$ cat src/rtl/vga_timing_ctrl_if.sv
// Pixel-buffer link between the ping-pong buffer and the VGA timing controller.
// The timing controller is the master: it raises data_req for one cycle per
// pixel and the buffer answers on data in the following cycle.
interface vga_timing_ctrl_if;
  logic        data_req;
  logic [11:0] data;

  modport master (output data_req, input data);
  modport slave  (input data_req, output data);
endinterface

$ cat src/rtl/vga_timing_ctrl.sv
// VGA timing controller: raster counters, region decode and a fixed 3-stage
// output pipeline. Display start/stop only takes effect on frame boundaries,
// so every frame that reaches the pins is complete.
module vga_timing_ctrl #(
  parameter int H_ACTIVE = 640,
  parameter int H_FP     = 16,
  parameter int H_SYNC   = 96,
  parameter int H_BP     = 48,
  parameter int V_ACTIVE = 480,
  parameter int V_FP     = 10,
  parameter int V_SYNC   = 2,
  parameter int V_BP     = 33,
  parameter bit SYNC_POL = 1'b0
) (
  input  logic                      clk_v,
  input  logic                      resetn_v,
  input  logic                      en_i,
  vga_timing_ctrl_if.master         buf_if,
  output logic                      frame_start_o,
  output logic                      hsync_o,
  output logic                      vsync_o,
  output logic                      de_o,
  output logic [11:0]               rgb_o,
  output logic                      busy_o
);

  localparam int H_TOT = H_ACTIVE + H_FP + H_SYNC + H_BP;
  localparam int V_TOT = V_ACTIVE + V_FP + V_SYNC + V_BP;

  // Region bounds are kept one bit wider than the counters so a sync pulse
  // ending exactly at 4096 does not wrap to zero.
  localparam logic [11:0] H_LAST   = 12'(H_TOT - 1);
  localparam logic [11:0] V_LAST   = 12'(V_TOT - 1);
  localparam logic [12:0] H_ACT_E  = 13'(H_ACTIVE);
  localparam logic [12:0] V_ACT_E  = 13'(V_ACTIVE);
  localparam logic [12:0] HS_BEG   = 13'(H_ACTIVE + H_FP);
  localparam logic [12:0] HS_END   = 13'(H_ACTIVE + H_FP + H_SYNC);
  localparam logic [12:0] VS_BEG   = 13'(V_ACTIVE + V_FP);
  localparam logic [12:0] VS_END   = 13'(V_ACTIVE + V_FP + V_SYNC);

  localparam logic [1:0] ST_IDLE = 2'd0;
  localparam logic [1:0] ST_RUN  = 2'd1;
  localparam logic [1:0] ST_STOP = 2'd2;

  logic [1:0]  state_r;
  logic [1:0]  state_nxt_s;
  logic [11:0] h_cnt_r;
  logic [11:0] v_cnt_r;
  logic [11:0] h_nxt_s;
  logic [11:0] v_nxt_s;
  logic        running_s;
  logic        line_end_s;
  logic        frame_end_s;
  logic        active_s;
  logic        hs_s;
  logic        vs_s;
  logic        origin_s;

  // Stage 1/2 carry the decode alongside the buffer round trip.
  logic        data_req_r;
  logic        frame_start_r;
  logic        de1_r;
  logic        hs1_r;
  logic        vs1_r;
  logic        de2_r;
  logic        hs2_r;
  logic        vs2_r;
  logic        hsync_r;
  logic        vsync_r;
  logic        de_r;
  logic [11:0] rgb_r;
  logic        busy_r;

  assign running_s   = (state_r == ST_RUN) || (state_r == ST_STOP);
  assign line_end_s  = (h_cnt_r == H_LAST);
  assign frame_end_s = line_end_s && (v_cnt_r == V_LAST);

  // Next FSM state: enable changes are honoured, but leaving the raster only
  // happens on the last pixel of a frame.
  always_comb begin
    state_nxt_s = state_r;
    case (state_r)
      ST_IDLE: begin
        if (en_i) state_nxt_s = ST_RUN;
        else      state_nxt_s = ST_IDLE;
      end
      ST_RUN: begin
        if (en_i)             state_nxt_s = ST_RUN;
        else if (frame_end_s) state_nxt_s = ST_IDLE;
        else                  state_nxt_s = ST_STOP;
      end
      ST_STOP: begin
        if (en_i)             state_nxt_s = ST_RUN;
        else if (frame_end_s) state_nxt_s = ST_IDLE;
        else                  state_nxt_s = ST_STOP;
      end
      default: state_nxt_s = ST_IDLE;
    endcase
  end

  // Next raster position: held at the origin while idle, otherwise h wraps
  // each line and v steps on every h wrap.
  always_comb begin
    h_nxt_s = 12'd0;
    v_nxt_s = 12'd0;
    if (!running_s) begin
      h_nxt_s = 12'd0;
      v_nxt_s = 12'd0;
    end else if (line_end_s) begin
      h_nxt_s = 12'd0;
      if (frame_end_s) v_nxt_s = 12'd0;
      else             v_nxt_s = v_cnt_r + 12'd1;
    end else begin
      h_nxt_s = h_cnt_r + 12'd1;
      v_nxt_s = v_cnt_r;
    end
  end

  // Region decode of the current position, forced inactive while idle.
  always_comb begin
    active_s = 1'b0;
    hs_s     = 1'b0;
    vs_s     = 1'b0;
    origin_s = 1'b0;
    if (running_s) begin
      active_s = ({1'b0, h_cnt_r} < H_ACT_E) && ({1'b0, v_cnt_r} < V_ACT_E);
      hs_s     = ({1'b0, h_cnt_r} >= HS_BEG) && ({1'b0, h_cnt_r} < HS_END);
      vs_s     = ({1'b0, v_cnt_r} >= VS_BEG) && ({1'b0, v_cnt_r} < VS_END);
      origin_s = (h_cnt_r == 12'd0) && (v_cnt_r == 12'd0);
    end else begin
      active_s = 1'b0;
      hs_s     = 1'b0;
      vs_s     = 1'b0;
      origin_s = 1'b0;
    end
  end

  // FSM, raster counters and busy flag (busy mirrors the registered state).
  always_ff @(posedge clk_v or negedge resetn_v) begin
    if (!resetn_v) begin
      state_r <= ST_IDLE;
      h_cnt_r <= 12'd0;
      v_cnt_r <= 12'd0;
      busy_r  <= 1'b0;
    end else begin
      state_r <= state_nxt_s;
      h_cnt_r <= h_nxt_s;
      v_cnt_r <= v_nxt_s;
      busy_r  <= (state_nxt_s != ST_IDLE);
    end
  end

  // Output pipeline: request at T+1, buffer data arrives at T+2, pins at T+3.
  // data is only looked at in the cycle after a request (de2_r).
  always_ff @(posedge clk_v or negedge resetn_v) begin
    if (!resetn_v) begin
      data_req_r    <= 1'b0;
      frame_start_r <= 1'b0;
      de1_r         <= 1'b0;
      hs1_r         <= 1'b0;
      vs1_r         <= 1'b0;
      de2_r         <= 1'b0;
      hs2_r         <= 1'b0;
      vs2_r         <= 1'b0;
      de_r          <= 1'b0;
      rgb_r         <= 12'h000;
      hsync_r       <= ~SYNC_POL;
      vsync_r       <= ~SYNC_POL;
    end else begin
      data_req_r    <= active_s;
      frame_start_r <= origin_s;
      de1_r         <= active_s;
      hs1_r         <= hs_s;
      vs1_r         <= vs_s;
      de2_r         <= de1_r;
      hs2_r         <= hs1_r;
      vs2_r         <= vs1_r;
      de_r          <= de2_r;
      rgb_r         <= de2_r ? buf_if.data : 12'h000;
      hsync_r       <= hs2_r ? SYNC_POL : ~SYNC_POL;
      vsync_r       <= vs2_r ? SYNC_POL : ~SYNC_POL;
    end
  end

  assign buf_if.data_req = data_req_r;
  assign frame_start_o   = frame_start_r;
  assign hsync_o         = hsync_r;
  assign vsync_o         = vsync_r;
  assign de_o            = de_r;
  assign rgb_o           = rgb_r;
  assign busy_o          = busy_r;

endmodule

$ cat src/flat_wrapper.sv
// flat-port wrapper written by rule: the top's interface ports become plain ports
module vga_timing_ctrl_flat 
#(
  parameter int H_ACTIVE = 640,
  parameter int H_FP     = 16,
  parameter int H_SYNC   = 96,
  parameter int H_BP     = 48,
  parameter int V_ACTIVE = 480,
  parameter int V_FP     = 10,
  parameter int V_SYNC   = 2,
  parameter int V_BP     = 33,
  parameter bit SYNC_POL = 1'b0
)
  (clk_v, resetn_v, en_i, frame_start_o, hsync_o, vsync_o, de_o, rgb_o, busy_o, buf_if_data_req, buf_if_data);
  vga_timing_ctrl_if buf_if_i ();
  input  logic clk_v;
  input  logic resetn_v;
  input  logic en_i;
  output logic frame_start_o;
  output logic hsync_o;
  output logic vsync_o;
  output logic de_o;
  output logic [11:0] rgb_o;
  output logic busy_o;
  output wire logic [$bits(buf_if_i.data_req)-1:0] buf_if_data_req;
  input wire logic [$bits(buf_if_i.data)-1:0] buf_if_data;
  assign buf_if_data_req = buf_if_i.data_req;
  assign buf_if_i.data = buf_if_data;
  vga_timing_ctrl #(.H_ACTIVE(H_ACTIVE), .H_FP(H_FP), .H_SYNC(H_SYNC), .H_BP(H_BP), .V_ACTIVE(V_ACTIVE), .V_FP(V_FP), .V_SYNC(V_SYNC), .V_BP(V_BP), .SYNC_POL(SYNC_POL)) u_core (.clk_v(clk_v), .resetn_v(resetn_v), .en_i(en_i), .buf_if(buf_if_i), .frame_start_o(frame_start_o), .hsync_o(hsync_o), .vsync_o(vsync_o), .de_o(de_o), .rgb_o(rgb_o), .busy_o(busy_o));
endmodule
$ cat config.mk
export PLATFORM = sky130hd
export DESIGN_NAME = vga_timing_ctrl_flat
export DESIGN_NICKNAME = d
export VERILOG_FILES = /design/src/rtl/vga_timing_ctrl_if.sv /design/src/rtl/vga_timing_ctrl.sv /design/src/flat_wrapper.sv
export SDC_FILE = /design/constraint.sdc
export NUM_CORES = 1
export LEC_CHECK = 0
export ABC_AREA = 1
export BUFFER_PORTS_ARGS = -buffer_cell sky130_fd_sc_hd__buf_2
export CORE_MARGIN = 4
export CORE_UTILIZATION = 56
export CTS_CLUSTER_DIAMETER = 80
export CTS_CLUSTER_SIZE = 24
export DETAILED_ROUTE_END_ITERATION = 10
export PLACE_DENSITY = 0.84
export SYNTH_ARGS = -nofsm -noshare
export SYNTH_HDL_FRONTEND = slang
export SYNTH_SLANG_ARGS = --single-unit
$ cat constraint.sdc
create_clock -name clk_v -period 1.5 [get_ports clk_v]
set_input_delay 0.3 -clock clk_v [delete_from_list [all_inputs] [get_ports clk_v]]
set_output_delay 0.3 -clock clk_v [all_outputs]
set_load 0.1 [all_outputs]
==> Yosys cells after proc, flatten, opt, wreduce, memory -nomap -nowiden <==
Index checks and enable logic that the tools add are counted.
{ "totals": {"register_bits": 49, "input_bits": 15, "elab_cells": 55, "output_inout_bits": 18} }
{ "op_classes": {"n_mux": 16, "n_addsub": 2, "n_eq_ne": 5, "order_cmp": 6, "n_reduce_logical": 11} }
{ "op_table": {"columns": ["cell", "n"], "rows": [
  ["two-way mux 12 bit", 6],
  ["adder 12 x 1 -> 12 bit (second input constant)", 2],
  ["equality test 12 x 10 -> 1 bit (second input constant)", 2],
  ["logical NOT 12 bit", 2],
  ["< comparator 12 x 10 -> 1 bit (second input constant)", 2],
  ["< comparator 12 x 9 -> 1 bit (second input constant)", 2],
  ["greater-or-equal comparator 12 x 10 -> 1 bit (second input constant)", 1],
  ["greater-or-equal comparator 12 x 9 -> 1 bit (second input constant)", 1],
  ["two-way mux 1 bit", 7],
  ["logical AND 1 bit", 5],
  ["two-way mux 2 bit", 2],
  ["case mux 2 bit (2 select lines)", 1],
  ["equality test 2 x 1 -> 1 bit (second input constant)", 1],
  ["equality test 2 bit (second input constant)", 1],
  ["logical NOT 2 bit", 1],
  ["!= test 2 bit (second input constant)", 1],
  ["nonzero test 2 bit", 1],
  ["OR reduction 2 bit", 1],
  ["logical OR 1 bit", 1]
]} }

==> Logic depth before layout (Yosys ltp) <==
Gate-level depths: netlist of the first run.
{ "logic_depth": {"word_depth": 6, "mapped_depth": 9} }

==> Least setup slack after synthesis of the first run <==
Ideal clock, no wire load.
{ "synth_timing": {"path_type": "flip-flop to flip-flop", "from": "register u_core.state_r[0]", "to": "register u_core.hs1_r", "path_buffers": 1, "arrival_time_ns": 1.218, "setup_slack_ns": 0.177, "path_stages_with_launch": 6, "required_time_ns": 1.395, "synth_period_minus_slack_ns": 1.323, "setup_time_ns": 0.105, "cell_sequence": "dfrtp_1 inv_1 ha_1 buf_2 nand3_1 nor4b_1"} }
{ "synth_via": {"elab_chain_cells": 3} }
{ "synth_lines": {"columns": ["element", "line_no", "text"], "rows": [
  ["start, declared", "vga_timing_ctrl.sv:45", "logic [1:0] state_r;"],
  ["start signal, assigned", "vga_timing_ctrl.sv:146", "state_r <= state_nxt_s;"],
  ["equality test 2 x 1 -> 1 bit or equality test 2 bit (tied branches)", "vga_timing_ctrl.sv:74", "assign running_s = (state_r == ST_RUN) || (state_r == ST_STOP);"],
  ["logical OR 1 bit *", "vga_timing_ctrl.sv:74", null],
  ["two-way mux 1 bit *", "vga_timing_ctrl.sv:125", "if (running_s) begin"],
  ["net u_core.hs_s", "vga_timing_ctrl.sv:55", "logic hs_s;"],
  ["end signal, assigned", "vga_timing_ctrl.sv:173", "hs1_r <= hs_s;"],
  ["end, declared", "vga_timing_ctrl.sv:63", "logic hs1_r;"]
]} }
Mark *: on every way through the listed nets, which the timed path passes. The rest lies on a longest branch.
A chain may end at the register's enable or synchronous reset.

==> Final worst setup path of the first run <==
{ "layout_timing": {"from": "register u_core.h_cnt_r[0]", "to": "register u_core.v_cnt_r[8]"} }
{ "layout_via": {"elab_chain_cells": 5} }
{ "layout_lines": {"columns": ["element", "line_no", "text"], "rows": [
  ["start, declared", "vga_timing_ctrl.sv:47", "logic [11:0] h_cnt_r;"],
  ["start signal, assigned", "vga_timing_ctrl.sv:147", "h_cnt_r <= h_nxt_s;"],
  ["equality test 12 x 10 -> 1 bit *", "vga_timing_ctrl.sv:75", "assign line_end_s = (h_cnt_r == H_LAST);"],
  ["logical AND 1 bit", "vga_timing_ctrl.sv:76", "assign frame_end_s = line_end_s && (v_cnt_r == V_LAST);"],
  ["two-way mux 12 bit", "vga_timing_ctrl.sv:111", "if (frame_end_s) v_nxt_s = 12'd0;"],
  ["two-way mux 12 bit", "vga_timing_ctrl.sv:109", "end else if (line_end_s) begin"],
  ["two-way mux 12 bit", "vga_timing_ctrl.sv:106", "if (!running_s) begin"],
  ["end signal, assigned", "vga_timing_ctrl.sv:148", "v_cnt_r <= v_nxt_s;"],
  ["end, declared", "vga_timing_ctrl.sv:48", "logic [11:0] v_cnt_r;"]
]} }
Every way passes the cells marked *; elsewhere a longest branch is shown, timed or not. The select of a mux whose other input is x is not followed.

==> results of run 1 <==
-- path summary, 6_finish.rpt --
path	start	to	slack (ns)	cells after the start
setup reg to reg	u_core.h_cnt_r[0]$_DFF_PN0_	u_core.v_cnt_r[8]$_DFFE_PN0P_	0.04	7
setup / recovery	u_core.h_cnt_r[0]$_DFF_PN0_	u_core.v_cnt_r[8]$_DFFE_PN0P_	0.04	7
hold / removal	buf_if_data[7]	u_core.rgb_o[7]$_DFF_PN0_	0.17	3
hold reg to reg	u_core.hs1_r$_DFF_PN0_	u_core.hs2_r$_DFF_PN0_	0.36	0
min in group asynchronous	resetn_v	u_core.rgb_o[4]$_DFF_PN0_	0.48	2
max in group asynchronous	resetn_v	u_core.v_cnt_r[2]$_DFFE_PN0P_	0.51	3
-- power by group --
group / leakage (nW) / total, mW / internal (mW) / switching [mW]
clock network: 0.0687 / 1.14 / 0.671 / 0.469
registers: 0.650 / 1.65 / 1.53 / 0.125
logic: 0.856 / 2.47 / 0.609 / 1.87
-- synth_stat cells --
cell,count,area [um^2]
dfstp_2,2,52.6
nor3b_1,2,15.0
a31oi_1,1,6.26
nand3_1,14,70.1
nor4b_1,1,8.76
dfrtp_1,47,1180
nand2_2,3,18.8
nor2_2,3,18.8
nand2_1,70,263
o21ai_1,7,35.0
inv_2,3,11.3
nand4_1,12,75.1
and3b_1,1,8.76
xor2_1,6,52.6
buf_6,1,11.3
nand3_2,1,10.0
inv_1,50,188
nor2_4,4,45.0
nand3b_1,1,7.51
a21oi_1,2,10.0
ha_1,6,75.1
o21ai_0,4,20.0
nor2_1,33,124
clkbuf_1,1,3.75
buf_2,1,5.00
nor3_1,8,40.0
buf_4,3,22.5
-- cells by family (layout without fill, tap and decap cells) --
kind of cell / after synthesis / after routing / share of synthesized area
buffers and inverters: 59 / 110 / 0.102
flip-flops: 49 / 49 / 0.518
XOR/XNOR: 6 / 6 / 0.0221
adder cells (fa/ha/maj): 6 / 6 / 0.0316
AO/OA/AOI/OAI: 14 / 14 / 0.0300
AND/OR/NAND/NOR: 153 / 153 / 0.297
-- critical path: cells and delay by family, from the launching register on --
kind	cells	cell delay, ns
flops	1	0.41
simple gates	6	0.78
fa+ha+maj	1	0.20
-- routing by layer --
metal  up-vias  wire length, um  share of wire
met3        13              372          0.069
met5         -                0              0
met4         0              117          0.022
met2        67             2650           0.49
li1        985                -              -
met1       935             2230           0.41
-- cell type report --
cell class / instances / area (um^2) / area share
timing repair buffer: 49 / 340 / 0.115
inverter: 53 / 204 / 0.0689
multi-input combinational: 179 / 985 / 0.333
tap: 50 / 62.6 / 0.0211
clock inverter: 3 / 68.8 / 0.0233
clock buffer: 5 / 68.8 / 0.0233
sequential: 49 / 1230 / 0.416
-- state kept, by name, summed over array words and instances, names as in the netlist --
name                    flops
u_core.h_cnt_r             12
u_core.buf_if.data_req      1
u_core.v_cnt_r             12
u_core.rgb_o               12
u_core.hsync_o              1
u_core.state_r              2
u_core.hs1_r                1
u_core.busy_o               1
u_core.frame_start_o        1
u_core.vs1_r                1
u_core.de2_r                1
u_core.vsync_o              1
u_core.hs2_r                1
u_core.de_o                 1
u_core.vs2_r                1
-- through the flow --
stage | worst slack (ns) | setup TNS (ns) | total power [mW]
floorplan | 0.177 | 0 | 3.38
global placement | 0.0497 | 0 | 3.84
detailed placement | 0.0131 | 0 | 3.88
CTS | -0.00273 | -0.00273 | 5.02
global route | -0.0526 | -0.230 | 5.52
finish | 0.0386 | 0 | 5.27
-- timing repair --
action	CTS	global route
hold endpoints to repair	17	0
buffers inserted	0	4
endpoints found under the setup margin	1	25
pin swaps	0	10
hold buffers	1	0
resized for setup	0	25
==> summary.md, run 1 <==
| Metric | Value |
|---|---|
| CTS Sinks | `between 40 and 50` |
| Fillcell total | `293` |
| Largest net degree at the start of global routing | `31` |
| Clock-pin slew on the worst setup and hold paths | `~0.10 ns` |
| Total Wirelength | `roughly 5400 um` |
| IO Pins | `33` |
| Commonest cells after routing, fill and taps aside | `nand2_1 (66), inv_1 (47), dfrtp_1 (46)` |
| Leakage power total | `approximately 1.6 nW` |
| # nets final | `about 360` |
| Vias per cell | `a little over 5` |
| Total Routing Usage GR | `0.206` |
| Vias in the first global route | `about 1,900` |
| First-pass GRT wire length | `8370 um` |
| Maximum VDD drop | `between 1 and 1.5 mV` |
| Routability cong. | `between 0.9 and 1` |
| Grt total ovfl | `0` |
| Max-Cap Viols | `0` |
| Crit Path Class | `flop to flop` |
| Synth warn | `0` |
| Dpl hpwl | `3680 um` |
| Layout Skew | `between 0.005 and 0.006 ns` |
| Util after Layout | `0.729` |
| Final setup fails | `0` |
| Critical Path End Type | `flop` |
| Initial Util | `0.585` |
| Initial DRC Count | `approximately 120` |
| # diodes | `0` |
| Critical path arrival | `1.71 ns` |
| Num rows | `23` |
| Placed inst area | `between 2000 and 3000 um^2` |
| Share of cells above drive strength 1 | `0.257` |
| Non-Filler Instances | `about 390` |
| PD cells | `1780 nW/um^2` |
| # placed instances | `about 380` |
| Startpoint types | `flop` |
| Flops & latches, synth | `49` |
| Sequential share of the synthesized area | `0.518` |
| Status | `completed` |
| Die Ht | `73.1 um` |
| Cell Area, Synth | `between 2000 and 2500 um^2` |
| Mapped Avg Cell Area | `between 8 and 9 um^2` |
| Routed wire per std cell | `between 10 and 15 um` |
| Grt peak-use layer | `met2` |
| Minimum clock period | `around 1.5 ns` |
| Antenna violations before repair | `0` |
| Cells after Synth | `287` |
| Die Area | `about 5300 um^2` |
| Residual DRC count | `0` |
| CP Max Fanout | `7` |
| # port buffers | `32` |
| Clock root buffer | `clkbuf_8` |
| Critical Path RT | `1.75 ns` |
| Cell area after layout | `slightly below 3000 um^2` |
| Grt met2 use | `0.339` |
| Core area | `4060 um^2` |
| Clock buffer count from CTS | `5` |
| Die width | `about 73 um` |
| Slew HR | `0.671` |
| Critical Path Slowest Stage Cell | `dfrtp_1` |
| Worst Hold Class | `primary input to flop` |
| Skew-Pair Late Insertion Delay | `slightly above 0.3 ns` |
| Layout area overhead | `24.7%` |
| Final Hold Fails | `0` |
| RSZ-0062 raised after global routing | `yes` |
| Drt first pass iters | `4` |
| Commonest non-fill, non-tap cell in the layout | `nand2_1` |
| Slew Viols, Final | `0` |
| Crit path cell chain | `ha_2 > nand2_2 > nor2_4 > nand2_2 > nor2_4 > nand4_1 > nand2_1` |
| Longest Clk Path Bufs | `2` |
| Antenna-violating nets left | `0` |
| Hold_ws | `between 0.15 and 0.2 ns` |
| Yosys cell types | `27` |
| Fmax | `684 MHz` |
| Fin crit share | `0.974` |
| CTS H-tree lvls | `2` |
| Actual slew at the worst max-slew pin | `between 0.4 and 0.5 ns` |
| Syn nets | `308` |
| Met1 usage | `0.264` |
| Via Count | `2,000` |
| TritonCTS clock tree | `yes` |
| Worst path max stage delay | `0.41 ns` |
| M3 GR Usage | `0.0551` |
No activity file was read; power rests on OpenSTA's default activity.
==> inputs of run 2 (changes only) <==
- CORE_ASPECT_RATIO: default -> 1.25
==> run 2 against run 1 <==
  * The flow now finishes with violations (setup timing)
  * Fmax is 3.9% lower
  * Cell count is 0.77% higher
  * Count of clock-buffer cells in the layout stayed put
  * Register-to-register slack worse by 0.06 ns
  * Critical path type unchanged
  * Via count is 2.7% higher
  * Clock skew is 0.0062 ns higher
  * Sequential power hardly changed
  * Largest cell class unchanged
==> summary.md, run 2 (synthesis results as in run 1) <==
| Metric | Value |
|---|---|
| Initial Util | `0.579 (was 0.585)` |
| Util after Layout | `0.725 (was 0.729)` |
| Fin crit share | `1.01 (was 0.974)` |
| Total Routing Usage GR | `0.205 (was 0.206)` |
| Die width | `66.2 um (was 73.1 um)` |
| Maximum VDD drop | `1.09 mV (was 1.44 mV)` |
| Layout area overhead | `25.3% (was 24.7%)` |
| Hold path depth | `3 (unchanged)` |
| Skew-Pair Late Insertion Delay | `0.31 ns (about the same)` |
| Antenna violations before repair | `0 (unchanged)` |
| Fillcell total | `316 (was 293)` |
| Worst Hold End | `u_core.rgb_o[5]$_DFF_PN0_ (was u_core.rgb_o[7]$_DFF_PN0_)` |
| Worst Hold Class | `primary input to flop (unchanged)` |
| Reg power frac | `0.304 (was 0.314)` |
| Largest net degree at the start of global routing | `37 (was 31)` |
| Clock-pin slew on the worst setup and hold paths | `0.10 ns (about the same)` |
| CTS Sinks | `49 (unchanged)` |
| NetSw | `2.55 mW (was 2.46 mW)` |
| Commonest cells after routing, fill and taps aside | `nand2_1 (64), inv_1 (48), dfrtp_1 (47) (was nand2_1 (66), inv_1 (47), dfrtp_1 (46))` |
| Grt total ovfl | `0 (unchanged)` |
| Leakage power total | `1.58 nW (was 1.57 nW)` |
| Max-Cap Viols | `0 (unchanged)` |
| Num rows | `26 (was 23)` |
| PD cells | `1830 nW/um^2 (was 1780 nW/um^2)` |
| Reg-to-reg critical path startpoint | `u_core.h_cnt_r[0]$_DFF_PN0_ (unchanged)` |
| Layout Skew | `0.0116 ns (was 0.00542 ns)` |
| # port buffers | `32 (unchanged)` |
| Clock root buffer | `clkbuf_8 (unchanged)` |
| Slew HR | `0.673 (was 0.671)` |
| First-pass GRT wire length | `8470 um (was 8370 um)` |
| Critical Path Slowest Stage Cell | `dfrtp_1 (unchanged)` |
| Reg2Reg Depth | `7 (unchanged)` |
| Critical path arrival | `1.73 ns (was 1.71 ns)` |
| Minimum clock period | `1.52 ns (was 1.46 ns)` |
| # nets final | `355 (was 358)` |
| Status | `finished with violations (was completed)` |
| Final setup fails | `8 (was 0)` |
| TritonCTS clock tree | `yes (unchanged)` |
| CP Max Fanout | `8 (was 7)` |
| Vias in the first global route | `2,001 (was 1,856)` |
| Final worst slack | `-0.0211 ns (was 0.0386 ns)` |
| Vias per cell | `5.25 (was 5.15)` |
| Crit path cell chain | `ha_2 > nand2_2 > nor2_4 > nand3_4 > nand2_8 > buf_6 > o21ai_1 (was ha_2 > nand2_2 > nor2_4 > nand2_2 > nor2_4 > nand4_1 > nand2_1)` |
| Hold_ws | `0.186 ns (was 0.174 ns)` |
| Reg-to-Reg End | `u_core.v_cnt_r[6]$_DFFE_PN0P_ (was u_core.v_cnt_r[8]$_DFFE_PN0P_)` |
| Longest Clk Path Bufs | `2 (unchanged)` |
| Antenna-violating nets left | `0 (unchanged)` |
| Final Hold Fails | `0 (unchanged)` |
| IO Pins | `33 (unchanged)` |
| Share of cells above drive strength 1 | `0.266 (was 0.257)` |
| Initial DRC Count | `87 (was 118)` |
| Critical Path End Type | `flop (unchanged)` |
| Worst path max stage delay | `0.40 ns (was 0.41 ns)` |
| Startpoint types | `flop (unchanged)` |
| Drt first pass iters | `7 (was 4)` |
| Routed wire per std cell | `13.8 um (about the same)` |
| Fmax | `657 MHz (was 684 MHz)` |
| Total Wirelength | `5380 um (was 5370 um)` |
| Actual slew at the worst max-slew pin | `0.493 ns (was 0.497 ns)` |
| Switching Share | `0.470 (was 0.467)` |
| Clock power frac | `0.209 (was 0.216)` |
| Commonest non-fill, non-tap cell in the layout | `nand2_1 (unchanged)` |
| Slew Viols, Final | `0 (unchanged)` |
| Core area | `4100 um^2 (was 4060 um^2)` |
| CTS H-tree lvls | `2 (unchanged)` |
| Sequential cell area | `1230 um^2 (about the same)` |
| Critical Path RT | `1.71 ns (was 1.75 ns)` |
| Residual DRC count | `0 (unchanged)` |
| Dpl hpwl | `3670 um (was 3680 um)` |
| Combinational share of power | `0.487 (was 0.470)` |
| RSZ-0062 raised after global routing | `yes (unchanged)` |
| Failing checks | `setup timing` |
| Min-delay src | `buf_if_data[5] (was buf_if_data[7])` |
| # diodes | `0 (unchanged)` |
| Reg2reg setup slack | `-0.02 ns (was 0.04 ns)` |
| Crit Path Class | `flop to flop (unchanged)` |
| Die Area | `5350 um^2 (was 5340 um^2)` |
| Die Ht | `80.8 um (was 73.1 um)` |
| Clock buffer count from CTS | `5 (unchanged)` |
| Routability cong. | `0.907 (was 0.991)` |
| Internal | `2.88 mW (was 2.81 mW)` |
| Multi-input gate area | `1010 um^2 (was 985 um^2)` |
| Via Count | `2,054 (was 2,000)` |
-- run 2: area by class of cell --
| type | count | area share |
|---|---|---|
| Clock buffer | 5 | 0.0231 |
| Clock inverter | 3 | 0.0231 |
| Inverter | 53 | 0.0694 |
| Multi-Input combinational cell | 179 | 0.339 |
| Sequential cell | 49 | 0.413 |
| Tap cell | 56 | 0.0236 |
| Timing Repair Buffer | 46 | 0.108 |
-- run 2: worst max path at each step --
stage	startpoint	end	slack, ns	cells past startpoint
2_1_floorplan	u_core.state_r[0]$_DFF_PN0_	u_core.hs1_r$_DFF_PN0_	0.18	5
3_3_place_gp	u_core.h_cnt_r[0]$_DFF_PN0_	u_core.busy_o$_DFF_PN0_	0.05	8
3_5_place_dp	u_core.h_cnt_r[0]$_DFF_PN0_	u_core.h_cnt_r[7]$_DFF_PN0_	0.01	8
4_1_cts	u_core.h_cnt_r[0]$_DFF_PN0_	u_core.h_cnt_r[7]$_DFF_PN0_	-0.01	8
5_1_grt	u_core.v_cnt_r[1]$_DFFE_PN0P_	u_core.v_cnt_r[6]$_DFFE_PN0P_	-0.13	7
6_report	u_core.h_cnt_r[0]$_DFF_PN0_	u_core.v_cnt_r[6]$_DFFE_PN0P_	-0.02	7
-- run 2: routing by layer --
| layer | vias up | track usage | part of all wire |
|---|---|---|---|
| met5 | - | 0 | 0 |
| met4 | 0 | 0.0894 | 0.030 |
| met3 | 16 | 0.0373 | 0.065 |
| met2 | 86 | 0.371 | 0.51 |
| met1 | 975 | 0.234 | 0.39 |
| li1 | 977 | - | - |
-- run 2: power groups by stage --
stage | clock network [mW] | logic [mW] | registers [mW]
2_1_floorplan | 0 | 0.703 | 2.68
3_3_place_gp | 0 | 2.19 | 1.66
3_5_place_dp | 0 | 2.22 | 1.68
4_1_cts | 1.14 | 2.23 | 1.65
5_1_grt | 1.21 | 2.78 | 1.68
6_report | 1.14 | 2.64 | 1.65
-- run 2: metrics by stage --
stage / worst slack [ns] / area, um^2 / setup TNS (ns) / instances / power (mW)
finish: -0.0211 / 2970 / -0.0666 / 391 / 5.43
CTS: -0.0109 / 2820 / -0.0137 / 387 / 5.02
floorplan: 0.177 / 2370 / 0 / 287 / 3.38
detailed placement: 0.0116 / 2670 / 0 / 378 / 3.89
global placement: 0.0468 / 2670 / 0 / 378 / 3.85
global route: -0.130 / 2970 / -1.58 / 391 / 5.67
-- run 2: timing repair --
action | 4_1_cts | 5_1_grt
pin swaps | 0 | 12
hold buffers | 1 | 0
setup endpoints to repair | 2 | 27
gates resized for setup | 0 | 34
setup buffers | 0 | 4
endpoints found under the hold margin | 12 | 0
-- run 2: worst max-delay path, delay by kind of cell (launching register included) --
family	cells	cell delay [ns]
and+or+nand+nor	4	0.60
buffers and inverters	1	0.14
DFF	1	0.40
AOI/OAI and AO/OA	1	0.06
adders and majority gates	1	0.21
==> inputs of run 3 (changes only) <==
- BUFFER_PORTS_ARGS: -buffer_cell sky130_fd_sc_hd__buf_2 -> default
- CORE_UTILIZATION: 56 -> 62
- DONT_BUFFER_PORTS: default -> 1
==> run 3 against run 2 <==
  * Global-route usage is 1.3 points higher
  * Clock power is 32% lower
  * The flow now finishes without violations
  * Count of clock-buffer cells in the layout stayed put
==> summary.md, run 3 (synthesis results as in run 1) <==
| Metric | Value |
|---|---|
| Leakage power total | `1.45 nW (was 1.58 nW)` |
| Startpoint types | `flop (unchanged)` |
| Residual DRC count | `0 (unchanged)` |
| Total Routing Usage GR | `0.218 (was 0.205)` |
| Worst Setup SP | `u_core.hsync_o$_DFF_PN1_ (was u_core.h_cnt_r[0]$_DFF_PN0_)` |
| Fillcell total | `248 (was 316)` |
| Total Wirelength | `4850 um (was 5380 um)` |
| Layout area overhead | `16.0% (was 25.3%)` |
| Antenna violations before repair | `0 (unchanged)` |
| Placed inst area | `2580 um^2 (was 2670 um^2)` |
| CTS H-tree lvls | `2 (unchanged)` |
| Commonest non-fill, non-tap cell in the layout | `nand2_1 (unchanged)` |
| Layout Skew | `0.00400 ns (was 0.0116 ns)` |
| Critical Path End Type | `output port (was flop)` |
| Initial DRC Count | `136 (was 87)` |
| Core area | `3600 um^2 (was 4100 um^2)` |
| Fmax | `684 MHz (was 657 MHz)` |
| First-pass GRT wire length | `8390 um (was 8470 um)` |
| Clock buffer count from CTS | `5 (unchanged)` |
| # diodes | `0 (unchanged)` |
| Status | `completed (was finished with violations)` |
| Slew HR | `0.675 (was 0.673)` |
| Reg2reg setup slack | `0.09 ns (was -0.02 ns)` |
| Crit Path Class | `flop to output port (was flop to flop)` |
| Skew-Pair Late Insertion Delay | `0.30 ns (was 0.31 ns)` |
| Dpl hpwl | `3580 um (was 3670 um)` |
| Drt first pass iters | `4 (was 7)` |
| Routed wire per std cell | `13.6 um (was 13.8 um)` |
| PD cells | `1790 nW/um^2 (was 1830 nW/um^2)` |
| Final setup fails | `0 (was 8)` |
| Longest Clk Path Bufs | `2 (unchanged)` |
| Via Count | `1,922 (was 2,054)` |
| Cell area after layout | `2750 um^2 (was 2970 um^2)` |
| Max-Cap Viols | `0 (unchanged)` |
| Worst Hold Class | `primary input to flop (unchanged)` |
| Maximum VDD drop | `1.19 mV (was 1.09 mV)` |
| Die Area | `4890 um^2 (was 5350 um^2)` |
| Commonest cells after routing, fill and taps aside | `nand2_1 (69), inv_1 (49), dfrtp_1 (46) (was nand2_1 (64), inv_1 (48), dfrtp_1 (47))` |
| Largest net degree at the start of global routing | `50 (was 37)` |
| Initial Util | `0.659 (was 0.579)` |
| Routability cong. | `0.914 (was 0.907)` |
| CTS Sinks | `49 (unchanged)` |
| IO Pins | `33 (unchanged)` |
| Fin crit share | `0.974 (was 1.01)` |
| Slew Viols, Final | `0 (unchanged)` |
| Num rows | `24 (was 26)` |
| Minimum clock period | `1.46 ns (was 1.52 ns)` |
| Total power | `4.93 mW (was 5.43 mW)` |
| Die width | `63.3 um (was 66.2 um)` |
| Antenna-violating nets left | `0 (unchanged)` |
| M3 GR Usage | `0.0614 (was 0.0373)` |
| Vias per cell | `5.38 (was 5.25)` |
| Die Ht | `77.2 um (was 80.8 um)` |
| Vias in the first global route | `1,935 (was 2,001)` |
| Met1 usage | `0.254 (was 0.234)` |
| Reg-to-reg critical path startpoint | `u_core.h_cnt_r[1]$_DFF_PN0_ (was u_core.h_cnt_r[0]$_DFF_PN0_)` |
| TritonCTS clock tree | `yes (unchanged)` |
| Final Hold Fails | `0 (unchanged)` |
| Sequential cell area | `1230 um^2 (about the same)` |
| Clock-pin slew on the worst setup and hold paths | `0.09 ns (was 0.10 ns)` |
| Critical Path RT | `1.20 ns (was 1.71 ns)` |
| Min-delay src | `buf_if_data[4] (was buf_if_data[5])` |
| Multi-input gate area | `931 um^2 (was 1010 um^2)` |
| Grt total ovfl | `0 (unchanged)` |
| Grt peak-use layer | `met2 (unchanged)` |
| CP Max Fanout | `1 (was 8)` |
| # nets final | `338 (was 355)` |
| Actual slew at the worst max-slew pin | `0.489 ns (was 0.493 ns)` |
| RSZ-0062 raised after global routing | `yes (unchanged)` |
| Grt met2 use | `0.381 (was 0.371)` |
| Clock root buffer | `clkbuf_8 (unchanged)` |
| Critical path arrival | `1.16 ns (was 1.73 ns)` |
| # port buffers | `0 (was 32)` |
| Share of cells above drive strength 1 | `0.179 (was 0.266)` |
[run 3: routing by layer]
metal	wire (um)	vias up
li1	-	943
met2	2470	70
met3	334	10
met4	89	0
met5	0	-
met1	1960	899
[run 3: layout make-up]
cell class / instances / share of cell area
Inverter: 53 / 0.0731
Timing Repair Buffer: 29 / 0.0918
Multi-Input combinational cell: 179 / 0.338
Clock inverter: 3 / 0.00772
Clock buffer: 5 / 0.0250
Sequential cell: 49 / 0.447
Tap cell: 39 / 0.0177
[run 3: timing repair]
action | in CTS | in global routing
endpoints found under the setup margin | 0 | 22
buffers inserted | 0 | 2
resized for setup | 0 | 9
hold endpoints to repair | 49 | 0
hold buffers | 2 | 0
[run 3: metrics by stage]
step / utilization / worst slack, ns / setup TNS [ns] / hold WS [ns] / cells
finish: 0.764 / 0.0387 / 0 / 0.0993 / 357
floorplan: - / 0.177 / 0 / 0.00441 / 287
global route: 0.764 / -0.0164 / -0.0236 / 0.0863 / 357
global placement: 0.716 / 0.109 / 0 / 0.00570 / 345
CTS: 0.751 / 0.0265 / 0 / 0.0922 / 355
detailed placement: 0.716 / 0.0485 / 0 / 0.00548 / 345
[run 3: final timing paths]
kind	end	cells after the start
min in group asynchronous	u_core.vs1_r$_DFF_PN0_	2
hold reg to reg	u_core.vsync_o$_DFF_PN1_	1
setup / recovery	hsync_o	0
hold / removal	u_core.rgb_o[4]$_DFF_PN0_	2
max in group asynchronous	u_core.hsync_o$_DFF_PN1_	2
setup reg to reg	u_core.v_cnt_r[8]$_DFFE_PN0P_	7
[run 3: power by group]
part	switching, mW	total, mW	internal (mW)	leakage, nW
Combinational	1.83	2.50	0.671	0.759
Sequential	0.122	1.65	1.53	0.650
Clock	0.440	0.771	0.331	0.0445
Total	2.39	4.93	2.53	1.45
